--- src/rtl/load_sequencer_pkg.sv ---
// Shared types for the load sequencer: data word, access size, FSM states and lane helpers.
package load_sequencer_pkg;

   localparam int unsigned WORD_W  = 64;
   localparam int unsigned LANE_W  = 3;
   localparam int unsigned NBYTE_W = 4;

   typedef logic [WORD_W-1:0] ulong_t;

   typedef enum logic [1:0] {
      BITS_8,
      BITS_16,
      BITS_32,
      BITS_64
   } sizeFlags_t;

   typedef enum logic [2:0] {
      IDLE,
      ISSUE0,
      WAIT0,
      ISSUE1,
      WAIT1,
      RESP
   } state_t;

   function automatic logic [NBYTE_W-1:0] size_bytes(input sizeFlags_t size);
      logic [NBYTE_W-1:0] n;
      case (size)
         BITS_8:  n = NBYTE_W'(1);
         BITS_16: n = NBYTE_W'(2);
         BITS_32: n = NBYTE_W'(4);
         default: n = NBYTE_W'(8);
      endcase
      return n;
   endfunction

   // True when the access spills past the end of its doubleword.
   function automatic logic crosses(input logic [LANE_W-1:0] off, input sizeFlags_t size);
      return (NBYTE_W'(off) + size_bytes(size)) > NBYTE_W'(8);
   endfunction

endpackage

--- src/rtl/load_sequencer_ivalue.sv ---
// IValue: truncates a right-justified load value to its access size and sign/zero-extends it.
module IValue
   import load_sequencer_pkg::*;
(
   input  ulong_t     raw,
   input  sizeFlags_t size,
   input  logic       sign,
   output ulong_t     value_c
);

   always_comb begin
      value_c = raw;
      case (size)
         BITS_8:  value_c = {{56{sign & raw[7]}},  raw[7:0]};
         BITS_16: value_c = {{48{sign & raw[15]}}, raw[15:0]};
         BITS_32: value_c = {{32{sign & raw[31]}}, raw[31:0]};
         default: value_c = raw;
      endcase
   end

endmodule

--- src/rtl/load_sequencer.sv ---
// Load sequencer: issues one or two aligned doubleword reads per load and returns the extended result.
// LOAD_MISALIGN_EN: when defined, doubleword-crossing loads use two reads; otherwise they fault.
module load_sequencer
   import load_sequencer_pkg::*;
#(
   parameter int unsigned ADDR_W = 64
) (
   input  logic              clk,
   input  logic              reset,
   input  logic              req_valid,
   output logic              req_ready,
   input  logic [ADDR_W-1:0] req_addr,
   input  sizeFlags_t        req_size,
   input  logic              req_sign,
   output logic              mem_valid,
   input  logic              mem_ready,
   output logic [ADDR_W-1:0] mem_addr,
   input  logic              mem_rvalid,
   input  ulong_t            mem_rdata,
   output logic              resp_valid,
   input  logic              resp_ready,
   output ulong_t            resp_data,
   output logic              resp_fault
);

   localparam int unsigned SHAMT_W = 7;

   state_t            state_q, state_d;
   logic [ADDR_W-1:0] addr_q;
   sizeFlags_t        size_q;
   logic              sign_q;
   logic              load_req;

   logic              req_ready_d, mem_valid_d, resp_valid_d, resp_fault_d;
   logic [ADDR_W-1:0] mem_addr_d;
   ulong_t            resp_data_d;

   logic [LANE_W-1:0] off_c;
   logic              cross_c;
   logic [ADDR_W-1:0] aligned_c;
   ulong_t            word0_c;
   ulong_t            raw_c;
   ulong_t            ext_c;

   assign off_c     = addr_q[LANE_W-1:0];
   assign cross_c   = crosses(off_c, size_q);
   assign aligned_c = {addr_q[ADDR_W-1:LANE_W], LANE_W'(0)};

`ifdef LOAD_MISALIGN_EN
   ulong_t word0_q;
   logic   cap_word0;

   // In WAIT1 the low part comes from the stored first word, the high part from the live second read.
   assign word0_c = (state_q == WAIT0) ? mem_rdata : word0_q;

   always_comb begin
      raw_c = word0_c >> {off_c, 3'b000};
      if (cross_c && state_q == WAIT1) begin
         raw_c = raw_c | (mem_rdata << (SHAMT_W'(64) - SHAMT_W'({off_c, 3'b000})));
      end
   end

   always_ff @(posedge clk or posedge reset) begin
      if (reset) begin
         word0_q <= '0;
      end else if (cap_word0) begin
         word0_q <= mem_rdata;
      end
   end
`else
   logic req_cross_c;

   assign req_cross_c = crosses(req_addr[LANE_W-1:0], req_size);
   assign word0_c     = mem_rdata;
   assign raw_c       = word0_c >> {off_c, 3'b000};
`endif

   IValue u_ivalue (
      .raw     (raw_c),
      .size    (size_q),
      .sign    (sign_q),
      .value_c (ext_c)
   );

   // Next state and next registered outputs.
   always_comb begin
      state_d      = state_q;
      mem_valid_d  = mem_valid;
      mem_addr_d   = mem_addr;
      resp_valid_d = resp_valid;
      resp_data_d  = resp_data;
      resp_fault_d = resp_fault;
      load_req     = 1'b0;
`ifdef LOAD_MISALIGN_EN
      cap_word0    = 1'b0;
`endif
      case (state_q)
         IDLE: begin
            if (req_valid && req_ready) begin
               state_d     = ISSUE0;
               load_req    = 1'b1;
               mem_valid_d = 1'b1;
               mem_addr_d  = {req_addr[ADDR_W-1:LANE_W], LANE_W'(0)};
`ifndef LOAD_MISALIGN_EN
               if (req_cross_c) mem_valid_d = 1'b0;
`endif
            end
         end
         ISSUE0: begin
`ifndef LOAD_MISALIGN_EN
            if (cross_c) begin
               state_d      = RESP;
               resp_valid_d = 1'b1;
               resp_data_d  = '0;
               resp_fault_d = 1'b1;
            end else
`endif
            if (mem_ready) begin
               state_d     = WAIT0;
               mem_valid_d = 1'b0;
            end
         end
         WAIT0: begin
            if (mem_rvalid) begin
`ifdef LOAD_MISALIGN_EN
               cap_word0 = 1'b1;
               if (cross_c) begin
                  state_d     = ISSUE1;
                  mem_valid_d = 1'b1;
                  mem_addr_d  = aligned_c + ADDR_W'(8);
               end else
`endif
               begin
                  state_d      = RESP;
                  resp_valid_d = 1'b1;
                  resp_data_d  = ext_c;
                  resp_fault_d = 1'b0;
               end
            end
         end
`ifdef LOAD_MISALIGN_EN
         ISSUE1: begin
            if (mem_ready) begin
               state_d     = WAIT1;
               mem_valid_d = 1'b0;
            end
         end
         WAIT1: begin
            if (mem_rvalid) begin
               state_d      = RESP;
               resp_valid_d = 1'b1;
               resp_data_d  = ext_c;
               resp_fault_d = 1'b0;
            end
         end
`endif
         RESP: begin
            if (resp_ready) begin
               state_d      = IDLE;
               resp_valid_d = 1'b0;
            end
         end
         default: begin
            state_d     = IDLE;
            mem_valid_d = 1'b0;
         end
      endcase
      req_ready_d = (state_d == IDLE);
   end

   always_ff @(posedge clk or posedge reset) begin
      if (reset) begin
         state_q    <= IDLE;
         req_ready  <= 1'b1;
         mem_valid  <= 1'b0;
         mem_addr   <= '0;
         resp_valid <= 1'b0;
         resp_data  <= '0;
         resp_fault <= 1'b0;
         addr_q     <= '0;
         size_q     <= BITS_8;
         sign_q     <= 1'b0;
      end else begin
         state_q    <= state_d;
         req_ready  <= req_ready_d;
         mem_valid  <= mem_valid_d;
         mem_addr   <= mem_addr_d;
         resp_valid <= resp_valid_d;
         resp_data  <= resp_data_d;
         resp_fault <= resp_fault_d;
         if (load_req) begin
            addr_q <= req_addr;
            size_q <= req_size;
            sign_q <= req_sign;
         end
      end
   end

endmodule

--- config.mk ---
export PLATFORM = sky130hd
export DESIGN_NAME = load_sequencer
export DESIGN_NICKNAME = d
export VERILOG_FILES = /design/src/rtl/load_sequencer_pkg.sv /design/src/rtl/load_sequencer_ivalue.sv /design/src/rtl/load_sequencer.sv
export SDC_FILE = /design/constraint.sdc
export NUM_CORES = 1
export LEC_CHECK = 0
export BUFFER_PORTS_ARGS = -buffer_cell sky130_fd_sc_hd__buf_4
export CORE_UTILIZATION = 50
export CTS_BUF_LIST = sky130_fd_sc_hd__clkbuf_8
export DETAILED_ROUTE_END_ITERATION = 8
export PLACE_DENSITY = 0.78
export SLEW_MARGIN = 20
export SYNTH_ARGS = -nofsm -noshare
export SYNTH_HDL_FRONTEND = slang
export SYNTH_HIERARCHICAL = 1
export SYNTH_SLANG_ARGS = --single-unit
--- constraint.sdc ---
create_clock -name clk -period 8 [get_ports clk]
set_input_delay 1.6 -clock clk [delete_from_list [all_inputs] [get_ports clk]]
set_output_delay 1.6 -clock clk [all_outputs]
set_load 0.05 [all_outputs]
==> results of run 1 <==
==> placed cells by master, fill, tap and decap left out, types with 3 or more instances in the layout <==
cell type,count
and2_1,8
o2bb2ai_1,5
clkinvlp_4,3
nand2b_1,3
o211ai_1,19
ha_1,6
o21ai_0,49
conb_1,3
o211ai_2,14
nor2b_1,11
nand3_1,34
clkinv_2,5
a21oi_1,25
dfrtp_1,133
buf_4,275
inv_1,7
o21ai_1,6
nor2_1,45
a22o_1,65
nand2_1,61
clkbuf_8,17
mux2_2,90
mux2i_1,67
dfrtp_2,3
inv_6,5
o22ai_1,16
==> per-stage QoR <==
stage | utilization, % | cell area, µm² | total power (µW) | hold slack (ps) | std cells
3_3_place_gp | 63.2 | 10000 | 4570 | 488 | 1193
4_1_cts | 65.4 | 10400 | 5160 | 508 | 1224
5_1_grt | 65.4 | 10400 | 5450 | 516 | 1224
2_1_floorplan | - | 8170 | 3820 | 526 | 790
6_report | 65.4 | 10400 | 5170 | 505 | 1224
3_5_place_dp | 63.2 | 10000 | 4620 | 486 | 1193
==> cells by family after synthesis <==
| logic type | synth area share [%] |
|---|---|
| buffers and inverters | 6.36 |
| multiplexers | 21.1 |
| other | 0.0459 |
| AO/OA/AOI/OAI | 18.9 |
| flip-flops | 42.3 |
| AND/OR/NAND/NOR | 9.58 |
| XOR/XNOR | 0.322 |
| adder cells (fa/ha/maj) | 1.41 |
==> cell usage after synthesis, types with 2 or more instances <==
cell type | instances | area (µm²)
nor2_1 | 45 | 169
fa_1 | 2 | 40.0
mux2i_1 | 67 | 671
buf_4 | 14 | 105
buf_2 | 35 | 175
nand2b_1 | 4 | 25.0
ha_1 | 6 | 75.1
xor2_1 | 2 | 17.5
nand2_1 | 62 | 233
and2_1 | 8 | 50.1
and3_1 | 3 | 18.8
o21ai_1 | 6 | 30.0
clkbuf_1 | 21 | 78.8
clkbuf_2 | 2 | 10.0
nor2b_1 | 11 | 68.8
a21oi_1 | 25 | 125
nand3_1 | 34 | 170
o22ai_1 | 16 | 100
o2bb2ai_1 | 5 | 43.8
o211ai_1 | 19 | 143
a22o_1 | 65 | 569
dfrtp_1 | 137 | 3430
o21ai_0 | 49 | 245
o211ai_2 | 14 | 175
buf_6 | 8 | 90.1
mux2_2 | 90 | 1010
o32ai_1 | 2 | 17.5
buf_1 | 8 | 30.0
inv_1 | 8 | 30.0
==> flip-flops by register name (all words and copies together), names as in the netlist <==
register,flops
resp_valid,1
state_q,3
mem_addr,61
resp_fault,1
resp_data,64
mem_valid,1
req_ready,1
addr_q,3
sign_q,1
size_q,2
==> worst reg2reg max path: cells and delay by family, from the launching register on <==
family	cells	cell delay, ps
flops	1	1090
compound gates	3	1230
fa+ha+maj	2	660
simple gates	1	130
buf+inv	1	540
xor+xnor	1	170
==> where the power goes <==
| group | internal, µW | switching, µW | total (µW) |
|---|---|---|---|
| Clock | 244 | 287 | 531 |
| Sequential | 1010 | 238 | 1250 |
| Combinational | 1190 | 2210 | 3390 |
==> routing by layer <==
| metal | routed length (µm) | track usage [%] |
|---|---|---|
| met4 | 724 | 12.2 |
| met3 | 1830 | 6.40 |
| met2 | 11300 | 43.9 |
| met5 | 0 | 0 |
| met1 | 9820 | 37.5 |
==> worst paths after layout <==
| kind | slack [ps] | startpoint | depth (start not counted) | to |
|---|---|---|---|---|
| max | 4100 | size_q[1] | 8 | resp_data[40] |
| max in group asynchronous | 5490 | reset | 3 | addr_q[0] |
| min | 510 | resp_data[31] | 1 | resp_data[31] |
| min in group asynchronous | 1320 | reset | 2 | mem_addr[14] |
| max reg2reg | 4100 | size_q[1] | 8 | resp_data[40] |
| min reg2reg | 510 | resp_data[31] | 1 | resp_data[31] |
==> cell type report <==
cell class | instances | area [µm²]
fillers | 1309 | 5500
multi-input cells | 556 | 4200
flip-flops and latches | 138 | 3460
repair buffers | 275 | 2060
well taps | 216 | 270
clock buffers | 17 | 234
clock inverters | 14 | 121
inverters | 8 | 35.0
==> reports/results.tsv, run 1 <==
stage	metric	value	unit
worst_setup_path	crit-path max cell delay	1090	ps
logic_synthesis	mapped cell area	0.00816	mm²
logic_synthesis	Ys Warns	6	
sta	fmax	0.256	GHz
clock_network	Setup Buffers After CTS	0	
finish	antenna diode count	0	
place	gpl congestion	0.865	
logic_synthesis	Syn Inst Count	788	
finish	P&R area growth vs syn	27.3	%
worst_setup_path	CP Buf/Inv Count	1	
global_route	global-route wire length before repair	36100	µm
global_route	vias in the first global route	6677	
sta	Setup TNS	0	ps
floorplan	Die X	130	µm
place	Post-DP HPWL	16700	µm
place	PortBufs	265	
sta	Worst Max-Slew Pin Slew	1140	ps
place	Post-Place Worst Slack	4110	ps
logic_synthesis	mean area per synthesized cell	10.4	µm²
global_route	total track usage	28.1	%
power	pwr/cell area	498	mW/mm²
clock_network	clock buffer depth	2	
clock_network	Inserted Clock Buffers	17	
sta	Max-slew headroom	23.7	%
floorplan	Core Region	0.0159	mm²
clock_network	PostCTS Resize Cnt	0	
worst_setup_path	Arrival @ worst endpoint	4280	ps
routing	first-pass detailed-route iteration total	5	
worst_setup_path	Startpoint Class	register	
logic_synthesis	synth unique cells	49	
sta	fin crit share	48.8	%
global_route	Congestion Overflow GR	0	
status	status	complete, no violations	
logic_synthesis	synthesis-stage register bit count	138	
routing	wire per inst	19.3	µm
clock_network	hold-fix buffers at CTS	0	
routing	drc violations	0	
sta	RSZ-0062 raised after global routing	false	
sta	Final Max Tran Viols	0	
floorplan	Initial Util	51.4	%
sta	final worst slack	4100	ps
routing	Post-Route WL	23700	µm
routing	routed vias/inst	5.80	
worst_setup_path	crit path kind	register to register	
global_route	initial antenna violation count	0	
finish	nets@finish	1141	
clock_network	Reg clk slew, reported paths	80	ps
finish	fraction of layout instances using a drive strength above 1	42.2	%
floorplan	# IOs	269	
global_route	largest net degree at the start of global routing	109	
clock_network	clock sink count	138	
sta	Fin. Hold Viols	0	
power	Max VDD drop	361	µV
sta	post-layout min period	3900	ps
clock_network	CTS tree	yes	
floorplan	Chip Height	130	µm
worst_setup_path	worst-path maximum fanout	67	
worst_setup_path	required time of the critical path	8370	ps
clock_network	root buffer cell	clkbuf_8	
routing	Vias	7094	
routing	Initial DRC Count	658	
job	max-cap violations	0	
sta	final setup fails	0	
logic_synthesis	Synth async-reset ratio	100	%
worst_setup_path	Top delay family on crit path	compound AO/OA/AOI/OAI gates	
worst_setup_path	Worst path slowest cell	dfrtp_2	
routing	post-route antenna net violation count	0	
clock_network	H-tree levels	4	
logic_synthesis	ys flop type	dfrtp_1	
worst_setup_path	CP Capture Type	register	
power	LEAKAGE	0.00502	µW
floorplan	Die ar.	0.0168	mm²
floorplan	row cnt	46	
clock_network	worst-skew pair later-pin latency	460	ps
logic_synthesis	sequential element share of the synthesized area	42.3	%
worst_setup_path	CP cell instances	nor2_1 > ha_1 > fa_1 > xor2_1 > o311a_2 > a31oi_4 > buf_4 > a22o_1	
sta	clock skew	14.2	ps
min_path	HP Class	register to register	
logic_synthesis	number of flops mapped to enable cells by yosys	0	
Power figures use the tool's default switching activity.
==> run 2: changes to the inputs <==
Clock period 8 ns to 3.86 ns, I/O delays scaled along.
==> run 2 against run 1 <==
Net effect:
- sequential power is 120% higher
- die area stayed put
- cell count is 0.33% higher
- clock-buffer cell count is 2 higher
- routed wire length is 3.3% lower
- combinational power is 100% higher
- clock skew is 4.6 ps lower
- design area is 1.3% higher
- global-route usage is 0.96 points lower
- fmax is 36% higher
- critical endpoint is now resp_data[43]
- largest power group unchanged
==> reports/results.tsv, run 2 (synthesized netlist as in run 1, its figures left out) <==
stage	metric	value	unit
sta	Fin. Hold Viols	0	
clock_network	Setup Buffers After CTS	0	
place	Post-DP HPWL	16700	µm
sta	Setup TNS	0	ps
sta	RSZ-0062 raised after global routing	false	
finish	commonest non-fill, non-tap cells in the layout	buf_4 (276), dfrtp_1 (133), mux2_2 (90)	
clock_network	worst-skew pair later-pin latency	440	ps
worst_setup_path	required time of the critical path	4190	ps
routing	wire per inst	18.6	µm
sta	post-layout min period	2870	ps
global_route	global-route wire length before repair	35100	µm
routing	Vias	7033	
finish	commonest non-fill, non-tap cell in the layout	buf_4	
sta	fmax	0.348	GHz
clock_network	Inserted Clock Buffers	17	
floorplan	row cnt	46	
power	Max VDD drop	721	µV
finish	biggest regs	resp_data: 64 flops, mem_addr: 61 flops	
sta	Worst Max-Slew Pin Slew	894	ps
routing	post-route antenna net violation count	0	
worst_setup_path	worst-path maximum fanout	34	
place	PortBufs	265	
worst_setup_path	crit path kind	register to register	
global_route	total track usage	27.1	%
worst_setup_path	CP Capture Type	register	
finish	# fillers	1310	
finish	nets@finish	1146	
place	gpl congestion	0.890	
routing	Initial DRC Count	617	
sta	Final Max Tran Viols	0	
worst_setup_path	Reg2Reg Depth	7	
global_route	Congestion Overflow GR	0	
clock_network	CTS tree	yes	
sta	clock skew	9.62	ps
status	status	complete, no violations	
clock_network	hold-fix buffers at CTS	0	
finish	P&R area growth vs syn	29.0	%
global_route	vias in the first global route	6630	
clock_network	PostCTS Resize Cnt	0	
clock_network	clock buffer depth	2	
floorplan	Initial Util	51.4	%
routing	drc violations	0	
power	LEAKAGE	0.00509	µW
finish	Largest Register	resp_data	
global_route	initial antenna violation count	0	
global_route	largest net degree at the start of global routing	65	
finish	antenna diode count	0	
job	max-cap violations	0	
sta	fin crit share	74.4	%
floorplan	Core Region	0.0159	mm²
power	pwr/cell area	1030	mW/mm²
clock_network	clock sink count	138	
finish	max reg flops	64	
finish	fraction of layout instances using a drive strength above 1	42.4	%
min_path	HP Class	primary input to asynchronous set/reset pin	
clock_network	root buffer cell	clkbuf_8	
clock_network	H-tree levels	4	
floorplan	Chip Height	130	µm
floorplan	# IOs	269	
finish	post-layout util	66.3	%
clock_network	Reg clk slew, reported paths	80	ps
routing	first-pass detailed-route iteration total	6	
routing	routed vias/inst	5.73	
floorplan	Die X	130	µm
routing	Post-Route WL	22900	µm
worst_setup_path	Startpoint Class	register	
sta	Max-slew headroom	40.4	%
worst_setup_path	Arrival @ worst endpoint	3200	ps
sta	final setup fails	0	
floorplan	Die ar.	0.0168	mm²
==> run 2: cell type report <==
class	count	area [µm²]	area share (%)
multi-input combinational	556	4200	39.9
sequential	138	3460	32.9
timing repair buffer	280	2150	20.4
tap	216	270	2.57
clock buffer	19	262	2.48
clock inverter	11	148	1.40
inverter	8	33.8	0.321
==> run 2: critical path: stages, from the launching register on <==
cell	delay, ps
dfrtp_2	790
mux2_2	410
o21ai_0	220
mux2i_1	200
mux2i_4	480
buf_12	270
o211ai_1	130
a22o_1	230
==> run 2: where the power goes <==
| part | internal [µW] | switching, µW |
|---|---|---|
| clock | 666 | 567 |
| sequential | 2090 | 629 |
| combinational | 2510 | 4390 |
| total | 5270 | 5590 |
==> run 2: path summary, 6_finish.rpt <==
path	slack (ps)	to	start
max reg2reg	990	resp_data[43]	addr_q[1]
min in group clk	500	resp_data[1]	resp_data[1]
max	990	resp_data[43]	addr_q[1]
min	330	mem_addr[28]	reset
min reg2reg	500	resp_data[1]	resp_data[1]
max in group asynchronous	2750	req_ready	reset
==> run 2: stage by stage <==
step / instances / total power [µW] / hold slack [ps] / area, µm² / worst slack [ps]
global route: 1228 / 11500 / 335 / 10500 / 781
global placement: 1198 / 9510 / 486 / 10100 / 1120
detailed placement: 1198 / 9620 / 483 / 10100 / 1030
CTS: 1228 / 10900 / 325 / 10500 / 1010
floorplan: 790 / 7920 / 526 / 8170 / 1370
finish: 1228 / 10900 / 335 / 10500 / 986
==> run 2: layer usage <==
layer	wire, µm	vias up	global-route usage [%]	share of wire, %
met3	1660	41	6.11	7.2
met4	560	0	10.8	2.4
met5	0	-	0	0
met2	10900	302	41.2	47
li1	-	3293	-	-
met1	9790	3397	37.7	43
==> run 3: changes to the inputs <==
Clock period 3.86 ns to 2.7 ns, I/O delays scaled along.
==> run 3 against run 2 <==
Net effect:
- worst setup slack worse by 740 ps
- first-iteration DRC count up 0.65%
- via count grew 0.77%
- die area stayed put
- sequential power grew 33%
- design area grew 0.89%
- clock power up 42%
- hold slack lost 160 ps
- register-to-register slack worse by 740 ps
- fmax rose by 17%
- power is 45% higher
- largest power group unchanged
==> reports/results.tsv, run 3 (synthesized netlist as in run 1, its figures left out) <==
stage	metric	value	unit
finish	commonest non-fill, non-tap cell in the layout	buf_4	
routing	post-route antenna net violation count	0	
place	PortBufs	265	
clock_network	H-tree levels	4	
worst_setup_path	Worst path slowest cell	dfrtp_4	
sta	Max-slew headroom	36.8	%
place	DP Cell Count	1204	
floorplan	Die ar.	0.0168	mm²
floorplan	Chip Height	130	µm
finish	final cell count without fillers	1237	
routing	routed vias/inst	5.73	
routing	first-pass detailed-route iteration total	7	
finish	max reg flops	64	
worst_setup_path	CP cell instances	ha_1 > fa_1 > xor2_1 > o311a_2 > a31oi_4 > buf_4 > a22o_1	
sta	clock skew	11.6	ps
finish	fraction of layout instances using a drive strength above 1	42.7	%
worst_setup_path	Reg2Reg Depth	7	
clock_network	clock sink count	138	
worst_setup_path	Startpoint Class	register	
sta	Worst Max-Slew Pin Slew	948	ps
worst_setup_path	crit path kind	register to register	
routing	drc violations	0	
routing	Initial DRC Count	621	
routing	Post-Route WL	23400	µm
sta	RSZ-0062 raised after global routing	false	
global_route	total track usage	27.7	%
worst_setup_path	worst-path maximum fanout	18	
sta	Fin. Hold Viols	0	
finish	# fillers	1320	
worst_setup_path	crit-path max cell delay	520	ps
job	max-cap violations	0	
worst_setup_path	CP Capture Type	register	
floorplan	row cnt	46	
clock_network	Setup Buffers After CTS	0	
finish	nets@finish	1152	
worst_setup_path	required time of the critical path	3090	ps
clock_network	Reg clk slew, reported paths	80	ps
clock_network	root buffer cell	clkbuf_8	
global_route	global-route wire length before repair	35400	µm
finish	biggest regs	resp_data: 64 flops, mem_addr: 61 flops	
floorplan	Initial Util	51.4	%
clock_network	hold-fix buffers at CTS	0	
floorplan	# IOs	269	
power	Total Power	15700	µW
routing	wire per inst	18.9	µm
clock_network	Inserted Clock Buffers	17	
clock_network	CTS tree	yes	
global_route	initial antenna violation count	1	
finish	Multi-input gate area	0.00420	mm²
place	placed inst area	0.0102	mm²
clock_network	clock buffer depth	2	
worst_setup_path	Top delay family on crit path	compound AO/OA/AOI/OAI gates	
finish	commonest non-fill, non-tap cells in the layout	buf_4 (278), dfrtp_1 (133), mux2_2 (90)	
sta	post-layout min period	2460	ps
global_route	largest net degree at the start of global routing	94	
finish	post-route design area	0.0106	mm²
power	Max VDD drop	1160	µV
sta	fmax	0.407	GHz
min_path	HP Class	primary input to asynchronous set/reset pin	
worst_setup_path	Arrival @ worst endpoint	2850	ps
clock_network	PostCTS Resize Cnt	0	
worst_setup_path	CP Buf/Inv Count	1	
floorplan	Core Region	0.0159	mm²
global_route	Congestion Overflow GR	0	
sta	final setup fails	0	
worst_setup_path	Critical Path Stages	7	
finish	Largest Register	resp_data	
clock_network	worst-skew pair later-pin latency	460	ps
routing	Vias	7087	
power	pwr/cell area	1480	mW/mm²
power	LEAKAGE	0.00513	µW
global_route	vias in the first global route	6789	
status	status	complete, no violations	
floorplan	Die X	130	µm
place	Post-DP HPWL	17000	µm
finish	register area	0.00346	mm²
sta	Setup TNS	0	ps
finish	P&R area growth vs syn	30.1	%
sta	fin crit share	91.0	%
sta	Final Max Tran Viols	0	
place	gpl congestion	0.877	
run 3: cell types whose count changed in the layout (fill, tap and decap cells not counted), sizes merged:
cell      change
bufinv        -1
buf           +6
clkinv        -3
diode         +1
clkinvlp      +2
inv           +4
run 3: final timing paths:
path / to / slack, ps / start
worst max-delay path: resp_data[58] / 240 / addr_q[0]
worst min-delay path: mem_addr[27] / 180 / reset
worst max register to register: resp_data[58] / 240 / addr_q[0]
worst min register to register: resp_data[51] / 500 / resp_data[51]
max in group asynchronous: req_ready / 1770 / reset
min in group clk: state_q[2] / 280 / resp_ready
run 3: stage by stage:
step | hold WS, ps | setup WS [ps] | utilization (%)
after floorplan | 526 | 342 | -
after global placement | 487 | 305 | 64.3
after detailed placement | 486 | 251 | 64.3
after CTS | 155 | 249 | 66.9
after global routing | 199 | 135 | 66.9
final | 178 | 243 | 66.9
run 3: worst register-to-register path, stage by stage (launching register included):
cell and delay [ps]:
dfrtp_4 520, ha_1 250, fa_1 410, xor2_1 170
o311a_2 370, a31oi_4 230, buf_4 270, a22o_1 180
run 3: power by group:
| group | internal, µW | total [µW] | switching, µW |
|---|---|---|---|
| Clock | 877 | 1750 | 870 |
| Combinational | 3730 | 10300 | 6620 |
| Sequential | 2990 | 3620 | 627 |
| Total | 7600 | 15700 | 8120 |
run 3: layout make-up:
cell class | instances | area share [%]
Antenna cell | 1 | 0.0236
Clock buffer | 19 | 2.46
Clock inverter | 13 | 1.35
Tap cell | 216 | 2.54
Inverter | 8 | 0.318
Sequential cell | 138 | 32.6
Timing Repair Buffer | 286 | 21.2
Multi-Input combinational cell | 556 | 39.6
run 3: layer usage:
layer	share of wire, %	vias to the layer above	GRT usage [%]
li1	-	3308	-
met1	41	3455	35.5
met4	2.6	0	11.0
met5	0	-	0
met3	8.1	48	7.91
met2	48	276	44.3
